## config.mk

```make
export PLATFORM = sky130hd
export DESIGN_NAME = spi_load_bridge
export DESIGN_NICKNAME = d
export VERILOG_FILES = /design/src/rtl/spi_load_pkg.sv /design/src/rtl/spi_load_sync.sv /design/src/rtl/spi_load_bridge.sv
export SDC_FILE = /design/constraint.sdc
export NUM_CORES = 1
export LEC_CHECK = 0
export CORE_MARGIN = 10
export CORE_UTILIZATION = 25
export DETAILED_ROUTE_END_ITERATION = 12
export DONT_BUFFER_PORTS = 1
export GPL_TIMING_DRIVEN = 0
export PLACE_DENSITY = 0.35
export RECOVER_POWER = 25
export SYNTH_ARGS = -nofsm -noshare
export SYNTH_HDL_FRONTEND = slang
export SYNTH_HIERARCHICAL = 1
export SYNTH_SLANG_ARGS = --single-unit
```

## constraint.sdc

```tcl
create_clock -name clk_i -period 4.7 [get_ports clk_i]
set_clock_uncertainty 0.1 [all_clocks]
set_input_delay 0.94 -clock clk_i [delete_from_list [all_inputs] [get_ports clk_i]]
set_output_delay 0.94 -clock clk_i [all_outputs]
set_load 0.02 [all_outputs]
```

## src/rtl/spi_load_pkg.sv

```systemverilog
// Shared command codes, widths and FSM state encoding for the SPI load bridge.
package spi_load_pkg;

   localparam int CMD_W = 8;

   localparam logic [CMD_W-1:0] CMD_WRITE  = 8'h01;
   localparam logic [CMD_W-1:0] CMD_READ   = 8'h02;
   localparam logic [CMD_W-1:0] CMD_OE_ON  = 8'h03;
   localparam logic [CMD_W-1:0] CMD_OE_OFF = 8'h04;

   typedef enum logic [2:0] {
      ST_IDLE  = 3'd0,
      ST_CMD   = 3'd1,
      ST_WDATA = 3'd2,
      ST_RDATA = 3'd3,
      ST_SINK  = 3'd4
   } state_t;

endpackage

```

## src/rtl/spi_load_sync.sv

```systemverilog
// Multi-flop synchroniser for one asynchronous SPI pin into the clk_i domain.
module spi_load_sync #(
   parameter int   STAGES  = 2,
   parameter logic RST_VAL = 1'b0
) (
   input  logic clk_i,
   input  logic rst_n,
   input  logic i_d,
   output logic o_q
);

   logic [STAGES-1:0] r_sync;

   always_ff @(posedge clk_i or negedge rst_n) begin
      if (!rst_n) r_sync <= {STAGES{RST_VAL}};
      else        r_sync <= (r_sync << 1) | STAGES'(i_d);
   end

   assign o_q = r_sync[STAGES-1];

endmodule

```

## src/rtl/spi_load_bridge.sv

```systemverilog
// SPI mode-0 slave that loads / reads back a downstream counter and drives its OE.
// Define SPI_LOAD_BRIDGE_READBACK_EN to build the 0x02 READ path.
module spi_load_bridge
   import spi_load_pkg::*;
#(
   parameter int DATA_W      = 52,
   parameter int SYNC_STAGES = 2
) (
   input  logic              clk_i,
   input  logic              rst_n,
   input  logic              spi_sck,
   input  logic              spi_cs_n,
   input  logic              spi_mosi,
   output logic              spi_miso,
   output logic [DATA_W-1:0] load_data,
   output logic              load_we_n,
   output logic              load_oe_n,
   input  logic [DATA_W-1:0] count_in
);

   localparam int CNT_W = $clog2((DATA_W > CMD_W) ? DATA_W : CMD_W);

   logic w_sck, w_cs_n, w_mosi;
   logic r_sck_d, r_cs_d;

   spi_load_sync #(.STAGES(SYNC_STAGES), .RST_VAL(1'b0)) u_sync_sck (
      .clk_i(clk_i), .rst_n(rst_n), .i_d(spi_sck),  .o_q(w_sck));
   spi_load_sync #(.STAGES(SYNC_STAGES), .RST_VAL(1'b1)) u_sync_cs (
      .clk_i(clk_i), .rst_n(rst_n), .i_d(spi_cs_n), .o_q(w_cs_n));
   spi_load_sync #(.STAGES(SYNC_STAGES), .RST_VAL(1'b0)) u_sync_mosi (
      .clk_i(clk_i), .rst_n(rst_n), .i_d(spi_mosi), .o_q(w_mosi));

   always_ff @(posedge clk_i or negedge rst_n) begin
      if (!rst_n) begin
         r_sck_d <= 1'b0;
         r_cs_d  <= 1'b1;
      end else begin
         r_sck_d <= w_sck;
         r_cs_d  <= w_cs_n;
      end
   end

   // A frame end discards any sck edge seen in the same cycle.
   logic w_cs_fall, w_cs_rise, w_sck_rise, w_sck_fall;
   assign w_cs_fall  = ~w_cs_n & r_cs_d;
   assign w_cs_rise  = w_cs_n & ~r_cs_d;
   assign w_sck_rise = w_sck & ~r_sck_d & ~w_cs_rise;
   assign w_sck_fall = ~w_sck & r_sck_d & ~w_cs_rise;

   state_t                  r_state, w_state_nxt;
   logic [CNT_W-1:0]        r_bit_cnt;
   logic [CMD_W-2:0]        r_cmd;
   // The final write bit goes straight to load_data, so the shadow holds DATA_W-1 bits.
   logic [DATA_W-2:0]       r_shadow;
   logic                    r_we_n, r_oe_n;
   logic [CMD_W-1:0]        w_cmd;
   logic [DATA_W-1:0]       w_shadow_nxt;
   logic                    w_cmd_done, w_wr_last, w_rd_last;

   assign w_cmd        = {r_cmd, w_mosi};
   assign w_shadow_nxt = {r_shadow, w_mosi};
   assign w_cmd_done   = (r_state == ST_CMD)   & w_sck_rise & (r_bit_cnt == CNT_W'(CMD_W-1));
   assign w_wr_last    = (r_state == ST_WDATA) & w_sck_rise & (r_bit_cnt == CNT_W'(DATA_W-1));
   assign w_rd_last    = (r_state == ST_RDATA) & w_sck_rise & (r_bit_cnt == CNT_W'(DATA_W-1));

   always_ff @(posedge clk_i or negedge rst_n) begin
      if (!rst_n) r_state <= ST_IDLE;
      else        r_state <= w_state_nxt;
   end

   always_comb begin
      w_state_nxt = r_state;
      if (w_cs_rise) begin
         w_state_nxt = ST_IDLE;
      end else begin
         case (r_state)
            ST_IDLE:  if (w_cs_fall) w_state_nxt = ST_CMD;
            ST_CMD: begin
               if (w_cmd_done) begin
                  case (w_cmd)
                     CMD_WRITE: w_state_nxt = ST_WDATA;
`ifdef SPI_LOAD_BRIDGE_READBACK_EN
                     CMD_READ:  w_state_nxt = ST_RDATA;
`endif
                     default:   w_state_nxt = ST_SINK;
                  endcase
               end
            end
            ST_WDATA: if (w_wr_last) w_state_nxt = ST_SINK;
            ST_RDATA: if (w_rd_last) w_state_nxt = ST_SINK;
            default:  w_state_nxt = r_state;
         endcase
      end
   end

   always_ff @(posedge clk_i or negedge rst_n) begin
      if (!rst_n) begin
         r_bit_cnt <= '0;
         r_cmd     <= '0;
         r_shadow  <= '0;
         load_data <= '0;
         r_we_n    <= 1'b1;
         r_oe_n    <= 1'b1;
      end else begin
         r_we_n <= 1'b1;
         if (r_state == ST_IDLE) begin
            r_bit_cnt <= '0;
         end else if (w_sck_rise) begin
            case (r_state)
               ST_CMD: begin
                  r_cmd     <= w_cmd[CMD_W-2:0];
                  r_bit_cnt <= w_cmd_done ? '0 : r_bit_cnt + 1'b1;
                  if (w_cmd_done && w_cmd == CMD_OE_ON)  r_oe_n <= 1'b0;
                  if (w_cmd_done && w_cmd == CMD_OE_OFF) r_oe_n <= 1'b1;
               end
               ST_WDATA: begin
                  r_shadow  <= w_shadow_nxt[DATA_W-2:0];
                  r_bit_cnt <= r_bit_cnt + 1'b1;
                  if (w_wr_last) begin
                     load_data <= w_shadow_nxt;
                     r_we_n    <= 1'b0;
                  end
               end
               ST_RDATA: r_bit_cnt <= r_bit_cnt + 1'b1;
               default:  r_bit_cnt <= r_bit_cnt;
            endcase
         end
      end
   end

   assign load_we_n = r_we_n;
   assign load_oe_n = r_oe_n;

`ifdef SPI_LOAD_BRIDGE_READBACK_EN
   logic [DATA_W-1:0] r_snap;

   // The fall closing the command byte must not shift: the MSB is still unread.
   always_ff @(posedge clk_i or negedge rst_n) begin
      if (!rst_n)
         r_snap <= '0;
      else if (w_cmd_done && w_cmd == CMD_READ)
         r_snap <= count_in;
      else if (r_state == ST_RDATA && w_sck_fall && r_bit_cnt != '0)
         r_snap <= r_snap << 1;
   end

   assign spi_miso = (r_state == ST_RDATA) & r_snap[DATA_W-1];
`else
   logic w_unused_count;
   assign w_unused_count = ^count_in;
   assign spi_miso       = 1'b0;
`endif

endmodule
```

# ---- Word level (Yosys, flattened, before mapping)
# Index checks and enable logic that the tools add are counted.
dict set report word_totals {
  regBits 129
  inputBits 57
  out_inout_bits 55
  elab_cells 74
}
dict set report classes {
  addsub 1
  n_eq_ne 12
  n_mux 17
  bitwise_logic 18
  n_reduce_logical 14
}
# cell n
set op_table {}
lappend op_table {{$mux 3} 6}
lappend op_table {{$mux 6} 3}
lappend op_table {{$ne 3x3->1 const B} 4}
lappend op_table {{$pmux 3 s4} 1}
lappend op_table {{$pmux 6 s2} 1}
lappend op_table {{$and 1x1->1} 10}
lappend op_table {{$eq 8x1->1 const B} 1}
lappend op_table {{$eq 8x2->1 const B} 1}
lappend op_table {{$eq 8x3->1 const B} 1}
lappend op_table {{$reduce_and 4->1} 2}
lappend op_table {{$add 6x1->6 const B} 1}
lappend op_table {{$eq 3x2->1 const B} 2}
lappend op_table {{$eq 6x3->1 const B} 1}
lappend op_table {{$eq 6x6->1 const B} 1}
lappend op_table {{$mux 1} 6}
lappend op_table {{$or 2x1->2} 3}
lappend op_table {{$reduce_and 3->1} 2}
lappend op_table {{$not 1->1} 5}
lappend op_table {{$reduce_and 5->1} 1}
lappend op_table {{$reduce_bool 5->1} 1}
lappend op_table {{$reduce_bool 2->1} 2}
lappend op_table {{$eq 3x1->1 const B} 1}
lappend op_table {{$logic_not 3->1} 1}
lappend op_table {{$reduce_bool 3->1} 1}
lappend op_table {{3 further kinds} 4}

# ---- Depth between registers and ports, before layout
dict set report depth {
  ltp_word 10
  depth_mapped 8
  depth_no_buf 6
}

# ---- Cells and area by module
# The synthesis kept the hierarchy.
# module n_inst cells_per_inst area_each_um2 seq_area_each_um2
set by_module_without_submodules {}
lappend by_module_without_submodules {spi_load_bridge 1 414 4862.2 3081.7}
lappend by_module_without_submodules {{spi_load_sync (u_sync_mosi ...)} 2 2 50.0 50.0}
lappend by_module_without_submodules {{spi_load_sync (u_sync_cs)} 1 2 52.6 52.6}

# ---- Worst setup path after synthesis
# No wires, ideal clock.
dict set report synth_timing {
  path_kind {reg2reg}
  startpoint {register r_cs_d}
  endpoint {register load_data[10]}
  setup_ns 0.127
  arrival_ns 2.361
  required_ns 4.473
  path_slack_ns 2.111
  stages_incl_launch_ff 9
  path_buffers 2
  synth_period_minus_slack_ns 2.589
  path_cell_list {dfstp_2 -> inv_1 -> ha_1 -> or4b_1 -> nor3b_2 -> and3_1 -> buf_4 -> buf_6 -> mux2_1}
}
dict set report synth_via {
  elab_chain_len 7
}
# item line_no
set synth_lines {}
lappend synth_lines {{start, declared} spi_load_bridge.sv:24} ;# logic r_sck_d, r_cs_d;
lappend synth_lines {{start signal, assigned} spi_load_bridge.sv:39} ;# r_cs_d <= w_cs_n;
lappend synth_lines {{$not 1->1 (*)} spi_load_bridge.sv:46} ;# assign w_cs_rise = w_cs_n & ~r_cs_d;
lappend synth_lines {{$and 1x1->1 (*)} spi_load_bridge.sv:46}
lappend synth_lines {{$not 1->1 (*)} --}
lappend synth_lines {{$and 1x1->1 (*)} spi_load_bridge.sv:47} ;# assign w_sck_rise = w_sck & ~r_sck_d & ~w_cs_rise;
lappend synth_lines {{$and 1x1->1 (2 in series)} spi_load_bridge.sv:63} ;# assign w_wr_last = (r_state == ST_WDATA) & w_sck_rise & (r_bit_cnt == CNT_W'(DATA_W-1));
lappend synth_lines {{$reduce_and 4->1 (no source line) (*)} --}
lappend synth_lines {{end signal, assigned} spi_load_bridge.sv:120} ;# load_data <= w_shadow_nxt;
lappend synth_lines {{end, declared} spi_load_bridge.sv:15} ;# output logic [DATA_W-1:0] load_data,
# Mark *: on every way between the ends. The rest lies on a longest branch, timed or not.
# A chain may end at the register's enable or synchronous reset.

# ---- Worst setup path after layout
dict set report layout_timing {
  startpoint {register r_cs_d}
  endpoint {register load_data[23]}
}
# The elaborated chain is that of the path after synthesis.

==> out/summary.txt <==
Outcome - finished, final reports clean
Gpl congestion - 0.7443
Worst setup EP type - flop
Most frequent cells in the layout - nand2_1, dfrtp_1, mux2_1
Max H-tree Level - 4
Min Hold Slack - 0.1300 ns
Post-CTS resize count - 0
RSZ-0062 raised after global routing - false
LEAKAGE - 3.015 nW
Clock sink count - 129
Pin count of the biggest net entering global routing - 130
Buf+Inv Stages, Crit Path - 3
Maximum VDD drop - 0.0002314 V
Cell chain of the critical path - inv_1, ha_1, or4b_1, nor3b_2, and3_1, buf_4, buf_6, mux2_1
Synth unique cells - 40
Mapped Area - 5015 um^2
Max Freq - 0.3199 GHz
Die H - 161.6 um
Initial antenna violation count - 0
Critical Path Start Type - flop
Vias - 2,937
Reg2Reg Launch Point - r_cs_d
Rel. slew slack - 0.3882
Die Span X - 161.6 um
Final Hold Vio Count - 0
Die Area - 26,120 um^2
EDFF count, synth - 0
Initial core utilization - 0.2560
Critical setup path kind - flop to flop
P&R area growth vs syn - 17.39%
Setup Buffers After CTS - 0
CP max stage delay - 0.58 ns
WL/cell - 14.73 um
Hold Path Class - input port to async pin
1st-iter DRT viols - 163
Share of cells above drive strength 1 - 0.1394
CTS tree - done
Fin crit share - 0.6650
WL final - 10.56 mm
Reg2reg end - load_data[23]
Post-Syn Instances - 420
Syn avg cell area - 11.94 um^2
Via density - 4.096
Post-CTS Hold Buffers - 0
DP Area - 5346 um^2
GRT overflow - 0
IO Pins - 112
Std cell rows - 51
Placeable core area - 19,590 um^2
Data required, critical path - 4.89 ns
Commonest non-fill, non-tap cell in the layout - nand2_1
Pre-antenna DRT Iters - 4
Fin crit period - 3.126 ns
Clock Tree Buf Depth - 2
PortBufs - 0
Worst Max-Slew Pin Slew - 0.9050 ns
Yosys reg bits - 129
Seq/Total Area, Yosys - 0.6450
Final instance area - 5887 um^2
Critical path fanouts, max - 10
Residual DRC - 0
HPWL Detailed - 6.657 mm
Crit-path slowest cell - or4b_1
Setup tns final - 0 ns
Global-route wire length before repair - 17.46 mm
Final setup viols - 0
Routed Antenna Nets - 0
CTS Root Cell - clkbuf_16
Warnings, synthesis - 6
Syn nets - 479
Predominant post-synthesis flop cell - dfrtp_1
Max-Cap Viols - 0
Nets - 498
Flop-to-flop setup slack - 1.57 ns
Number of CTS-inserted buffers - 17
Worst Path Arrival - 3.31 ns
CP delay by family, top - simple AND/OR/NAND/NOR gates
Pwr dens - 441.6 nW/um^2
Number of global-route vias before repair - 3,029
Total global-route track usage - 0.08568
Worst-Skew Late Latency - 0.41 ns
Diodes inserted - 0
R2R depth - 8
Ys async rst share - 1.000
CTS clock-pin slew for the worst setup and hold paths - 0.06 ns
Slew Viols, Final - 0
power by group:
group	internal, mW	switching (mW)
clock network	0.699	0.508
registers	1.16	0.0445
logic	0.0916	0.0970
routing by layer:
layer	track usage	vias up	wire (um)
li1	-	1423	-
met4	0.04384	0	182
met5	0	-	0
met2	0.1242	41	4791
met1	0.1069	1463	4952
met3	0.03533	10	633
area by class of cell:
class                           instances  area (um^2)
Sequential cell                       129         3234
Tap cell                              265        331.6
Fill cell                            2021        13700
Inverter                                4        15.01
Buffer                                 19        117.6
Clock buffer                           19        452.9
Clock inverter                         13        87.58
Multi-Input combinational cell        268         1648
worst max path at each step:
stage                          to  slack, ns  startpoint  cells past startpoint
detailed placement  load_data[12]       1.47      r_cs_d                      8
finish              load_data[23]       1.57      r_cs_d                      8
CTS                 load_data[12]       1.47      r_cs_d                      8
global route        load_data[19]       1.35      r_cs_d                      8
floorplan           load_data[10]       2.11      r_cs_d                      8
global placement    load_data[30]       1.49      r_cs_d                      8
synth_stat cells (2+ instances only):
master / count / share of area
ha_1: 2 / 0.0050
mux2_1: 49 / 0.11
a22o_1: 2 / 0.0035
dfrtp_1: 124 / 0.62
mux2_2: 14 / 0.031
nand2b_1: 2 / 0.0025
nand2_1: 155 / 0.12
nand3_1: 2 / 0.0020
buf_6: 5 / 0.011
nand4_1: 2 / 0.0025
nor4bb_1: 2 / 0.0040
nor2_1: 8 / 0.0060
o21ai_0: 3 / 0.0030
buf_4: 2 / 0.0030
a21oi_1: 2 / 0.0020
and3_1: 3 / 0.0037
dfstp_2: 5 / 0.026
nor4_1: 2 / 0.0025
nor4b_1: 2 / 0.0035
clkbuf_1: 11 / 0.0082
inv_1: 4 / 0.0030
sequential cells by signal, summed over array words and instances (netlist names):
register and count:
u_sync_cs/r_sync 2, r_sck_d 1, r_cmd 7, r_state 3, load_data 52, r_shadow 51, r_bit_cnt 6, load_we_n 1
u_sync_mosi/r_sync 2, r_cs_d 1, u_sync_sck/r_sync 2, load_oe_n 1
cell families (layout without fill, tap and decap cells):
kind of cell    Yosys count  after routing  synth area share
flops                   129            129            0.6450
mux                      64             64            0.1435
buf+inv                  23             55           0.02644
xor+xnor                  2              2          0.003494
simple gates            187            187            0.1592
other cells               1              1         0.0007478
fa+ha+maj                 2              2          0.004989
compound gates           12             12           0.01672
per-stage QoR:
stage | utilization | worst slack (ns) | instances | total power [mW]
final | 0.3005 | 1.574 | 717 | 2.600
after global routing | 0.3005 | 1.353 | 717 | 2.732
after CTS | 0.3005 | 1.469 | 717 | 2.652
after detailed placement | 0.2729 | 1.473 | 685 | 1.415
after global placement | 0.2729 | 1.492 | 685 | 1.410
after floorplan | - | 2.111 | 420 | 1.366
worst reg2reg max path, cell delays in order (launching register included):
cell	delay, ns
dfstp_2	0.51
inv_1	0.03
ha_1	0.25
or4b_1	0.58
nor3b_2	0.56
and3_1	0.24
buf_4	0.21
buf_6	0.19
mux2_1	0.34
No activity file was read; power rests on OpenSTA's default activity.
